**src/rtl/cnn_mac_controller_if.sv**
```systemverilog
// Bus bundle between the CNN MAC sequencer, its pixel/weight front end and the shared ALU.
// The master modport is the sequencer side; the slave modport is the environment side.
interface cnn_mac_controller_if;
    logic        start;
    logic        shr_en;
    logic        pix_valid;
    logic        pix_ready;
    logic [15:0] pix_data;
    logic [15:0] w_data;
    logic [3:0]  alu_op;
    logic [15:0] alu_a;
    logic [15:0] alu_b;
    logic [15:0] alu_result;
    logic        alu_carry;
    logic        busy;
    logic        done;
    logic [15:0] acc_out;
    logic        ovf;

    modport master (
        input  start, shr_en, pix_valid, pix_data, w_data, alu_result, alu_carry,
        output pix_ready, alu_op, alu_a, alu_b, busy, done, acc_out, ovf
    );

    modport slave (
        output start, shr_en, pix_valid, pix_data, w_data, alu_result, alu_carry,
        input  pix_ready, alu_op, alu_a, alu_b, busy, done, acc_out, ovf
    );
endinterface

```
**src/rtl/cnn_mac_controller.sv**
```systemverilog
// Dot-product sequencer driving a shared combinational ALU: MUL then ADD per pair, optional SHR4.
// Optional feature macro: MAC_RELU_EN clamps a negative result to zero on entry to DONE.
module cnn_mac_controller #(
    parameter int LEN   = 9,
    parameter int CNT_W = 8
) (
    input logic                  clk,
    input logic                  rst,
    cnn_mac_controller_if.master bus
);

    typedef enum logic [2:0] {IDLE, FETCH, MUL, ADD, SCALE, DONE} state_t;

    localparam logic [3:0]       OP_ADD  = 4'h0;
    localparam logic [3:0]       OP_MUL  = 4'h2;
    localparam logic [3:0]       OP_SHR4 = 4'h4;
    localparam logic [3:0]       OP_IDLE = 4'hF;
    localparam logic [CNT_W-1:0] LAST    = CNT_W'(LEN - 1);

    state_t           state, state_next;
    logic [CNT_W-1:0] cnt, cnt_next;
    logic [15:0]      acc, acc_next, prod, prod_next;
    logic [15:0]      pix_q, pix_q_next, w_q, w_q_next;
    logic             ovf, ovf_next, shr_q, shr_q_next;
    logic [3:0]       op_q, op_next;
    logic [15:0]      a_q, a_next, b_q, b_next;
    logic             busy_q, busy_next, done_q, done_next, ready_q, ready_next;

    always_ff @(posedge clk) begin
        if (rst) begin
            state   <= IDLE;
            cnt     <= '0;
            acc     <= '0;
            prod    <= '0;
            pix_q   <= '0;
            w_q     <= '0;
            ovf     <= 1'b0;
            shr_q   <= 1'b0;
            op_q    <= OP_IDLE;
            a_q     <= '0;
            b_q     <= '0;
            busy_q  <= 1'b0;
            done_q  <= 1'b0;
            ready_q <= 1'b0;
        end else begin
            state   <= state_next;
            cnt     <= cnt_next;
            acc     <= acc_next;
            prod    <= prod_next;
            pix_q   <= pix_q_next;
            w_q     <= w_q_next;
            ovf     <= ovf_next;
            shr_q   <= shr_q_next;
            op_q    <= op_next;
            a_q     <= a_next;
            b_q     <= b_next;
            busy_q  <= busy_next;
            done_q  <= done_next;
            ready_q <= ready_next;
        end
    end

    always_comb begin
        state_next = state;
        case (state)
            IDLE:    if (bus.start) state_next = FETCH;
            FETCH:   if (bus.pix_valid) state_next = MUL;
            MUL:     state_next = ADD;
            ADD:     if (cnt == LAST) state_next = shr_q ? SCALE : DONE;
                     else state_next = FETCH;
            SCALE:   state_next = DONE;
            DONE:    state_next = IDLE;
            default: state_next = IDLE;
        endcase
    end

    // Datapath updates follow the current state; the ALU drive is decoded from the
    // next state and registered so it lines up with the cycle that consumes it.
    always_comb begin
        cnt_next   = cnt;
        acc_next   = acc;
        prod_next  = prod;
        pix_q_next = pix_q;
        w_q_next   = w_q;
        ovf_next   = ovf;
        shr_q_next = shr_q;
        op_next    = OP_IDLE;
        a_next     = '0;
        b_next     = '0;
        busy_next  = 1'b0;
        done_next  = 1'b0;
        ready_next = 1'b0;

        case (state)
            IDLE: begin
                if (bus.start) begin
                    acc_next   = '0;
                    cnt_next   = '0;
                    ovf_next   = 1'b0;
                    shr_q_next = bus.shr_en;
                end
            end
            FETCH: begin
                if (bus.pix_valid) begin
                    pix_q_next = bus.pix_data;
                    w_q_next   = bus.w_data;
                end
            end
            MUL: begin
                prod_next = bus.alu_result;
                ovf_next  = ovf | bus.alu_carry;
            end
            ADD: begin
                acc_next = bus.alu_result;
                ovf_next = ovf | bus.alu_carry;
                if (cnt != LAST) cnt_next = cnt + CNT_W'(1);
            end
            SCALE:   acc_next = bus.alu_result;
            default: ;
        endcase

`ifdef MAC_RELU_EN
        if (state_next == DONE && state != DONE && acc_next[15]) acc_next = '0;
`endif

        case (state_next)
            FETCH: begin
                ready_next = 1'b1;
                busy_next  = 1'b1;
            end
            MUL: begin
                op_next   = OP_MUL;
                a_next    = pix_q_next;
                b_next    = w_q_next;
                busy_next = 1'b1;
            end
            ADD: begin
                op_next   = OP_ADD;
                a_next    = acc_next;
                b_next    = prod_next;
                busy_next = 1'b1;
            end
            SCALE: begin
                op_next   = OP_SHR4;
                a_next    = acc_next;
                busy_next = 1'b1;
            end
            DONE:    done_next = 1'b1;
            default: ;
        endcase
    end

    assign bus.pix_ready = ready_q;
    assign bus.alu_op    = op_q;
    assign bus.alu_a     = a_q;
    assign bus.alu_b     = b_q;
    assign bus.busy      = busy_q;
    assign bus.done      = done_q;
    assign bus.acc_out   = acc;
    assign bus.ovf       = ovf;

endmodule

```
**src/flat_wrapper.sv**
```systemverilog
// flat-port wrapper written by rule: the top's interface ports become plain ports
module cnn_mac_controller_flat 
#(
    parameter int LEN   = 9,
    parameter int CNT_W = 8
)
  (clk, rst, bus_start, bus_shr_en, bus_pix_valid, bus_pix_data, bus_w_data, bus_alu_result, bus_alu_carry, bus_pix_ready, bus_alu_op, bus_alu_a, bus_alu_b, bus_busy, bus_done, bus_acc_out, bus_ovf);
  cnn_mac_controller_if bus_i ();
  input logic clk;
  input logic rst;
  input wire logic [$bits(bus_i.start)-1:0] bus_start;
  input wire logic [$bits(bus_i.shr_en)-1:0] bus_shr_en;
  input wire logic [$bits(bus_i.pix_valid)-1:0] bus_pix_valid;
  input wire logic [$bits(bus_i.pix_data)-1:0] bus_pix_data;
  input wire logic [$bits(bus_i.w_data)-1:0] bus_w_data;
  input wire logic [$bits(bus_i.alu_result)-1:0] bus_alu_result;
  input wire logic [$bits(bus_i.alu_carry)-1:0] bus_alu_carry;
  output wire logic [$bits(bus_i.pix_ready)-1:0] bus_pix_ready;
  output wire logic [$bits(bus_i.alu_op)-1:0] bus_alu_op;
  output wire logic [$bits(bus_i.alu_a)-1:0] bus_alu_a;
  output wire logic [$bits(bus_i.alu_b)-1:0] bus_alu_b;
  output wire logic [$bits(bus_i.busy)-1:0] bus_busy;
  output wire logic [$bits(bus_i.done)-1:0] bus_done;
  output wire logic [$bits(bus_i.acc_out)-1:0] bus_acc_out;
  output wire logic [$bits(bus_i.ovf)-1:0] bus_ovf;
  assign bus_i.start = bus_start;
  assign bus_i.shr_en = bus_shr_en;
  assign bus_i.pix_valid = bus_pix_valid;
  assign bus_i.pix_data = bus_pix_data;
  assign bus_i.w_data = bus_w_data;
  assign bus_i.alu_result = bus_alu_result;
  assign bus_i.alu_carry = bus_alu_carry;
  assign bus_pix_ready = bus_i.pix_ready;
  assign bus_alu_op = bus_i.alu_op;
  assign bus_alu_a = bus_i.alu_a;
  assign bus_alu_b = bus_i.alu_b;
  assign bus_busy = bus_i.busy;
  assign bus_done = bus_i.done;
  assign bus_acc_out = bus_i.acc_out;
  assign bus_ovf = bus_i.ovf;
  cnn_mac_controller #(.LEN(LEN), .CNT_W(CNT_W)) u_core (.clk(clk), .rst(rst), .bus(bus_i));
endmodule
```
**config.mk**
```make
export PLATFORM = sky130hd
export DESIGN_NAME = cnn_mac_controller_flat
export DESIGN_NICKNAME = d
export VERILOG_FILES = /design/src/rtl/cnn_mac_controller_if.sv /design/src/rtl/cnn_mac_controller.sv /design/src/flat_wrapper.sv
export SDC_FILE = /design/constraint.sdc
export NUM_CORES = 1
export LEC_CHECK = 0
export ABC_AREA = 1
export CORE_ASPECT_RATIO = 1.2
export CORE_MARGIN = 3
export CORE_UTILIZATION = 50
export CTS_BUF_LIST = sky130_fd_sc_hd__clkbuf_4 sky130_fd_sc_hd__clkbuf_8 sky130_fd_sc_hd__clkbuf_16
export CTS_CLUSTER_DIAMETER = 40
export DETAILED_ROUTE_END_ITERATION = 12
export DONT_BUFFER_PORTS = 1
export HOLD_SLACK_MARGIN = 0.12
export SLEW_MARGIN = 20
export SYNTH_ARGS = -nofsm -noshare
export SYNTH_HDL_FRONTEND = slang
export SYNTH_SLANG_ARGS = --single-unit
```
**constraint.sdc**
```tcl
create_clock -name clk -period 4.5 [get_ports clk]
set_input_delay 0.9 -clock clk [delete_from_list [all_inputs] [get_ports clk]]
set_output_delay 0.9 -clock clk [all_outputs]
set_load 0.03 [all_outputs]
```
==> run_results.csv, run 1 <==
group,metric,value,unit
power,power.density,415,nW/um^2
synthesis,async_flop_share,0,%
final_layout,multi_input_area,1670,sq um
worst_setup_path,cp_cell_sequence,"inv_2, nand4_2, buf_4, inv_2, or2_2, nand3_1, a21oi_1",
power,report.power.total,1.68,mW
floorplan,die_width,86.4,microns
global_route,first_global_vias,2896,
route,drt-initial-drc-count,100,
worst_setup_path,crit_type,"reg2reg",
worst_setup_path,arrival,2510,ps
synthesis,syn-num-nets,514,
floorplan,coreArea,7400,sq um
worst_setup_path,worst_path_max_delay_cell,"inv_2",
global_route,antenna_found_initial,0,
synthesis,synth_ff_type,"dfxtp_1",
synthesis,ys_seq_elements,99,
clock_tree,insertion_delay,370,ps
final_layout,post-route-util,54.9,%
sta,setup_viol,0,
worst_setup_path,max_stage_delay,470,ps
power,power_leakage,1.72,nW
flow_run,drv_cap,0,
worst_setup_path,cpMostUsedCell,"inv_2",
place,gp_congestion,0.874,
sta,tightest_slew,966,ps
synthesis,synth.avg_cell_area,8.47,sq um
synthesis,synth_enable_flop_cells,0,
sta,slew_viol_final,0,
global_route,gr-total-overflow,0,
floorplan,pin_count,110,
power,peakVddDrop,0.227,mV
clock_tree,clk_pin_slew,90,ps
synthesis,yosys_warnings,0,
final_layout,antenna_cells,0,
clock_tree,ctsResizeCount,0,
clock_tree,postCtsSetupRepairBufs,0,
sta,post-route-period-util,49.9,%
place,portBuffers,0,
final_layout,fill_cells,709,
clock_tree,numCtsBuffers,9,
worst_setup_path,required,4760,ps
route,wirelength,9100,microns
synthesis,synth_cell_types,33,
floorplan,die_h,102,microns
route,drc_errors,0,
clock_tree,cts_tree,"done",
clock_tree,htreeDepth,3,
place,dpl-instance-area,3860,sq um
final_layout,fin_nets,499,
sta,fin_skew,7.99,ps
worst_setup_path,critPathMaxFanout,64,
route,dr.pass1.iters,4,
sta,hold_viol_final,0,
floorplan,initial_utilization,52.4,%
worst_setup_path,critPathCaptureType,"register",
clock_tree,clockRootBuffer,"clkbuf_8",
global_route,grtUsageTotal,21.5,%
clock_tree,clock_path_buffers,2,
sta,max_freq,446,MHz
route,vias,2976,
global_route,grt_max_degree,65,
clock_tree,cts_hold_buf,0,
final_layout,seq_area,1980,sq um
place,hpwl,6250,microns
route,wire_per_inst,16.9,microns
route,avgViaCountPerCell,5.53,
clock_tree,numClockSinks,99,
synthesis,yosysSeqAreaShare,51.1,%
sta,rsz0062_at_grt,"false",
route,ant_nets,0,
floorplan,placementRows,34,
hold_path,hp-class,"reg2reg",
sta,finalSetupTns,0,ps
outcome,status,"completed",
final_layout,syn2layout_area_growth,4.71,%
worst_setup_path,crit_path_start_kind,"register",
global_route,grt_first_pass_wirelength,14700,microns
floorplan,dieArea,8850,sq um
synthesis,synth_area,3880,sq um
final_layout,layout-drive-gt1-share,13.2,%
sta,relSlewSlack,35.6,%
sta,period_needed,2240,ps
final_layout,final_area,4060,sq um
synthesis,synth_cells,458,
report_power, final:
part	switching [mW]	internal [mW]	total, mW
clock network	0.307	0.281	0.587
registers	0.0398	0.914	0.954
logic	0.0891	0.0530	0.142
total	0.436	1.25	1.68
critical path, delay by kind of cell (launching register included):
kind                   cells  cell delay [ps]
buffers and inverters      3              930
AND/OR/NAND/NOR            3              600
flip-flops                 1              460
AO/OA/AOI/OAI              1               80
layout make-up:
cell class	instances	area share, %
Inverter	20	1.97
Clock inverter	5	1.48
Timing Repair Buffer	1	0.185
Clock buffer	11	3.57
Tap cell	90	2.77
Sequential cell	99	48.8
Multi-Input combinational cell	312	41.2
routing by layer:
metal	GRT usage, %	up-vias	routed length (microns)
li1	-	1486	-
met1	24.6	1397	3660
met2	35.6	80	4400
met3	10.1	13	889
met4	7.07	0	149
met5	0	-	0
cell usage after synthesis (2+ instances only):
library cell  count  area, sq um
nor2_1           42          158
nand4_1           3         18.8
o21a_1           15          113
clkbuf_1         11         41.3
dfxtp_1          99         1980
or2_2            16          100
inv_1            16         60.1
a21oi_1          33          165
nand2_2           2         12.5
buf_6             2         22.5
nand3_1          60          300
buf_2             9         45.0
a21oi_2          10         87.6
o211a_1          17          170
nor2_4            3         33.8
inv_4             2         12.5
inv_2             2         7.51
nand2_1          94          353
o21ai_0           2         10.0
ha_1              2         25.0
buf_4             4         30.0
nand3_2           2         20.0
or2_1             2         12.5
cells by family (layout without fill, tap and decap cells):
family / count (synthesis) / in the layout / synth area share [%]
AO/OA/AOI/OAI: 80 / 80 / 14.9
adder cells (fa/ha/maj): 2 / 2 / 0.645
buffers and inverters: 47 / 37 / 5.74
flip-flops: 99 / 99 / 51.1
AND/OR/NAND/NOR: 230 / 230 / 27.6
registers in the layout (all words and copies together) (netlist names):
register / cells
u_core.w_q: 16
u_core.bus.alu_b: 16
u_core.bus.done: 1
u_core.pix_q: 16
u_core.state: 3
u_core.bus.busy: 1
u_core.shr_q: 1
u_core.bus.alu_a: 16
u_core.bus.alu_op: 3
u_core.bus.pix_ready: 1
u_core.bus.acc_out: 16
u_core.bus.ovf: 1
u_core.cnt: 8
cell usage in the layout, fill, tap and decap left out, types with 2 or more instances in the layout:
cell type  netlist  routed
a21oi_1         33      33
a21oi_2         10      10
clkbuf_8         0      10
dfxtp_1         99      99
ha_1             2       2
inv_1           16      16
inv_2            2       2
inv_4            2       2
nand2_1         94      94
nand2_2          2       2
nand3_1         60      60
nand3_2          2       2
nand4_1          3       3
nor2_1          42      42
nor2_4           3       3
o211a_1         17      17
o21a_1          15      15
o21ai_0          2       2
or2_1            2       2
or2_2           16      16
path summary, 6_finish.rpt:
path / to / startpoint / cells past startpoint / slack, ps
worst max-delay path: u_core.bus.alu_b[4] / u_core.state[2] / 7 / 2260
worst min register to register: u_core.shr_q / u_core.shr_q / 2 / 470
worst min-delay path: u_core.shr_q / u_core.shr_q / 2 / 470
worst max register to register: u_core.bus.alu_b[4] / u_core.state[2] / 7 / 2260
stage by stage:
step	worst slack, ps	cells	hold slack (ps)
3_3_place_gp	1930	522	453
4_1_cts	2290	538	471
5_1_grt	2060	538	530
2_1_floorplan	2700	458	445
6_report	2260	538	473
3_5_place_dp	1890	522	457
No activity file was read; power rests on OpenSTA's default activity.
==> inputs of run 2 (changes only) <==
Clock period 4.5 ns to 2.2 ns, I/O delays scaled along.
==> run_results.csv, run 2 (same netlist as run 1, synthesis figures left out) <==
group,metric,value,unit
outcome,status,"completed",
sta,fin_skew,11.3,ps
floorplan,initial_utilization,52.4,%
clock_tree,cts_tree,"done",
sta,hold_viol_final,0,
power,pwr-share-comb,9.0,%
route,dr.pass1.iters,5,
final_layout,layout_commonest_cell,"dfxtp_1",
route,ant_nets,0,
worst_setup_path,max_stage_delay,480,ps
place,gp_congestion,0.801,
flow_run,drv_cap,0,
power,internal_power,2.57,mW
power,power_frac_seq,56.4,%
power,peakVddDrop,0.465,mV
place,hpwl,6520,microns
sta,setup_viol,0,
route,avgViaCountPerCell,5.58,
final_layout,antenna_cells,0,
sta,relSlewSlack,57.8,%
clock_tree,clockRootBuffer,"clkbuf_8",
floorplan,dieArea,8850,sq um
clock_tree,clock_path_buffers,2,
hold_path,hp-class,"in2reg",
final_layout,seq_area,1980,sq um
global_route,gr-total-overflow,0,
clock_tree,numCtsBuffers,9,
sta,tightest_slew,632,ps
final_layout,mostFrequentLayoutCells,"dfxtp_1, nand2_1, nand3_1",
clock_tree,postCtsSetupRepairBufs,0,
route,vias,3046,
power,switching_power,0.892,mW
sta,slew_viol_final,0,
place,portBuffers,0,
clock_tree,cts_hold_buf,0,
sta,period_needed,1690,ps
sta,max_freq,590,MHz
route,wire_per_inst,17.0,microns
final_layout,layout-drive-gt1-share,14.0,%
worst_setup_path,critPathCaptureType,"register",
clock_tree,insertion_delay,370,ps
global_route,grt_first_pass_wirelength,15200,microns
sta,post-route-period-util,77.0,%
worst_setup_path,path_delay_family,"buffers and inverters",
global_route,first_global_vias,3066,
power,clkPwrFrac,34.5,%
clock_tree,clk_pin_slew,90,ps
final_layout,fin_nets,507,
worst_setup_path,crit_type,"reg2reg",
worst_setup_path,worst-path-buf-inv,2,
final_layout,fill_cells,700,
worst_setup_path,cp_cell_sequence,"nand4_2, inv_2, buf_12, nor2_1, nor2_1, nand3_1, nand2_1",
floorplan,die_h,102,microns
final_layout,stdcell_count,546,
global_route,grt_max_degree,56,
worst_setup_path,worst_path_max_delay_cell,"inv_2",
worst_setup_path,crit_path_start_kind,"register",
worst_setup_path,critPathMaxFanout,40,
route,drc_errors,0,
sta,finalSetupTns,0,ps
place,place_inst,527,
clock_tree,ctsResizeCount,0,
worst_setup_path,required,2520,ps
route,wirelength,9300,microns
floorplan,coreArea,7400,sq um
floorplan,die_width,86.4,microns
worst_setup_path,arrival,2010,ps
floorplan,placementRows,34,
floorplan,pin_count,110,
route,drt-initial-drc-count,175,
power,power.density,835,nW/um^2
final_layout,multi_input_area,1670,sq um
power,sw_frac_of_total,25.8,%
power,power_leakage,1.76,nW
sta,rsz0062_at_grt,"false",
global_route,grtUsageTotal,22.0,%
global_route,antenna_found_initial,0,
worst_setup_path,cpMostUsedCell,"nor2_1",
clock_tree,numClockSinks,99,
final_layout,syn2layout_area_growth,6.77,%
clock_tree,htreeDepth,3,
==> run 2: worst paths after layout <==
check                  start                  end  slack, ps  cells after the start
max          u_core.state[0]  u_core.bus.alu_a[8]        510                      7
min                      rst  u_core.bus.alu_b[7]        140                      1
max reg2reg  u_core.state[0]  u_core.bus.alu_a[8]        510                      7
min reg2reg     u_core.shr_q         u_core.shr_q        480                      2
==> run 2: routing by layer <==
| layer | part of all wire (%) | GRT usage [%] |
|---|---|---|
| met1 | 39 | 26.0 |
| met2 | 49 | 35.2 |
| met3 | 10 | 9.60 |
| met4 | 1.9 | 8.63 |
| met5 | 0 | 0 |
==> run 2: area by class of cell <==
class	instances	area share, %
clock inverters	5	1.45
multi-input cells	312	40.4
flip-flops and latches	99	47.9
inverters	20	1.93
repair buffers	9	2.11
clock buffers	11	3.50
well taps	90	2.72
==> run 2: power by group through the flow <==
stage	clock network, mW	logic, mW	registers (mW)
global route	1.30	0.356	1.96
CTS	1.22	0.309	1.95
finish	1.19	0.312	1.95
floorplan	0	0.274	1.98
detailed placement	0	0.307	2.00
global placement	0	0.298	1.99
==> run 2: metrics by stage <==
step	utilization, %	cell area (sq um)	worst slack [ps]	hold WS, ps	power, mW
after floorplan	-	3880	743	445	2.26
after CTS	55.5	4110	476	121	3.49
after detailed placement	52.8	3910	492	458	2.30
after global placement	52.8	3910	544	453	2.29
final	56.0	4140	506	142	3.46
after global routing	56.0	4140	251	124	3.61
==> inputs of run 3 (changes only) <==
Clock period 2.2 ns to 1.68 ns, I/O delays scaled along.
==> run_results.csv, run 3 (same netlist as run 1, synthesis figures left out) <==
group,metric,value,unit
global_route,antenna_found_initial,0,
clock_tree,insertion_delay,360,ps
clock_tree,clock_path_buffers,2,
final_layout,mostFrequentLayoutCells,"dfxtp_1, nand2_1, nand3_1",
flow_run,drv_cap,0,
worst_setup_path,path_delay_family,"simple AND/OR/NAND/NOR gates",
sta,slew_viol_final,0,
floorplan,die_h,102,microns
sta,post-route-period-util,91.6,%
sta,relSlewSlack,62.1,%
floorplan,initial_utilization,52.4,%
worst_setup_path,worst_path_max_delay_cell,"dfxtp_1",
worst_setup_path,reg2reg_depth,8,
final_layout,fin_nets,554,
global_route,grt_max_degree,65,
global_route,grtUsageTotal,22.7,%
clock_tree,numClockSinks,99,
floorplan,dieArea,8850,sq um
worst_setup_path,max_stage_delay,450,ps
floorplan,die_width,86.4,microns
sta,setup_viol,0,
clock_tree,cts_tree,"done",
sta,max_freq,650,MHz
final_layout,antenna_cells,0,
final_layout,layout-drive-gt1-share,14.1,%
route,avgViaCountPerCell,5.39,
route,wirelength,9950,microns
worst_setup_path,crit_path_start_kind,"register",
clock_tree,clk_pin_slew,90,ps
place,dpl-instance-area,3930,sq um
worst_setup_path,arrival,1840,ps
global_route,first_global_vias,3096,
global_route,grt_first_pass_wirelength,15500,microns
final_layout,final_area,4650,sq um
clock_tree,numCtsBuffers,9,
final_layout,fill_cells,677,
power,power.density,998,nW/um^2
route,wire_per_inst,16.8,microns
place,hpwl,6520,microns
sta,hold_viol_final,0,
worst_setup_path,cpMostUsedCell,"nand2_1",
worst_setup_path,crit_type,"reg2reg",
clock_tree,htreeDepth,3,
final_layout,layout_commonest_cell,"dfxtp_1",
floorplan,placementRows,34,
worst_setup_path,cp_cell_sequence,"nor2_1, nand2_2, nand3_1, nor2_4, nand3_4, nand2_4, nand2_1, nand2_1",
route,dr.pass1.iters,4,
sta,finalSetupTns,0,ps
route,ant_nets,0,
power,peakVddDrop,0.576,mV
sta,rsz0062_at_grt,"false",
worst_setup_path,worst-path-buf-inv,0,
route,drc_errors,0,
clock_tree,clockRootBuffer,"clkbuf_8",
worst_setup_path,critPathCaptureType,"register",
hold_path,hold_depth,2,
place,gp_congestion,0.828,
sta,period_needed,1540,ps
route,drt-initial-drc-count,139,
worst_setup_path,cp_num_cells,8,
final_layout,syn2layout_area_growth,19.9,%
clock_tree,postCtsSetupRepairBufs,0,
global_route,gr-total-overflow,0,
route,vias,3194,
sta,tightest_slew,568,ps
outcome,status,"completed",
hold_path,hp-class,"in2reg",
floorplan,pin_count,110,
worst_setup_path,critPathMaxFanout,8,
worst_setup_path,required,1990,ps
floorplan,coreArea,7400,sq um
place,portBuffers,0,
power,power_leakage,1.97,nW
sta,fin_skew,8.99,ps
-- run 3: cell type report --
cell class	count	area (sq um)	area share, %
multi-input combinational	313	1710	36.7
tap	90	113	2.42
clock inverter	6	65.1	1.40
timing repair buffer	55	566	12.2
sequential	99	1980	42.6
inverter	20	80.1	1.72
clock buffer	10	138	2.96
-- run 3: metal layers --
metal  vias up  share of wire (%)  track usage (%)
met5         -                  0                0
li1       1599                  -                -
met1      1489                 40             26.5
met3        16                8.2             8.15
met4         0                2.5             9.71
met2        90                 49             37.5
-- run 3: path summary, 6_finish.rpt --
path | slack (ps) | start | end
worst max-delay path | 140 | u_core.state[2] | u_core.bus.alu_a[1]
worst min-delay path | 130 | bus_pix_data[5] | u_core.bus.alu_a[5]
worst max register to register | 140 | u_core.state[2] | u_core.bus.alu_a[1]
worst min register to register | 490 | u_core.shr_q | u_core.shr_q
-- run 3: what timing repair did --
action	4_1_cts	5_1_grt
setup endpoints to repair	0	16
gates resized for setup	0	5
hold endpoints to repair	85	0
hold buffers	47	0
-- run 3: where the power goes --
group | total [mW] | switching [mW] | leakage, nW | internal (mW)
clock network | 1.54 | 0.814 | 0.102 | 0.729
logic | 0.542 | 0.302 | 1.07 | 0.240
registers | 2.56 | 0.107 | 0.803 | 2.45
total | 4.64 | 1.22 | 1.97 | 3.42
-- run 3: per-stage QoR --
stage	hold WS [ps]	setup slack [ps]	total power [mW]	utilization, %	std cells
finish	133	142	4.64	62.8	593
floorplan	445	223	2.96	-	458
global route	120	2.03	4.85	62.8	593
global placement	411	202	3.01	53.1	529
CTS	120	120	4.68	62.4	592
detailed placement	412	135	3.02	53.1	529
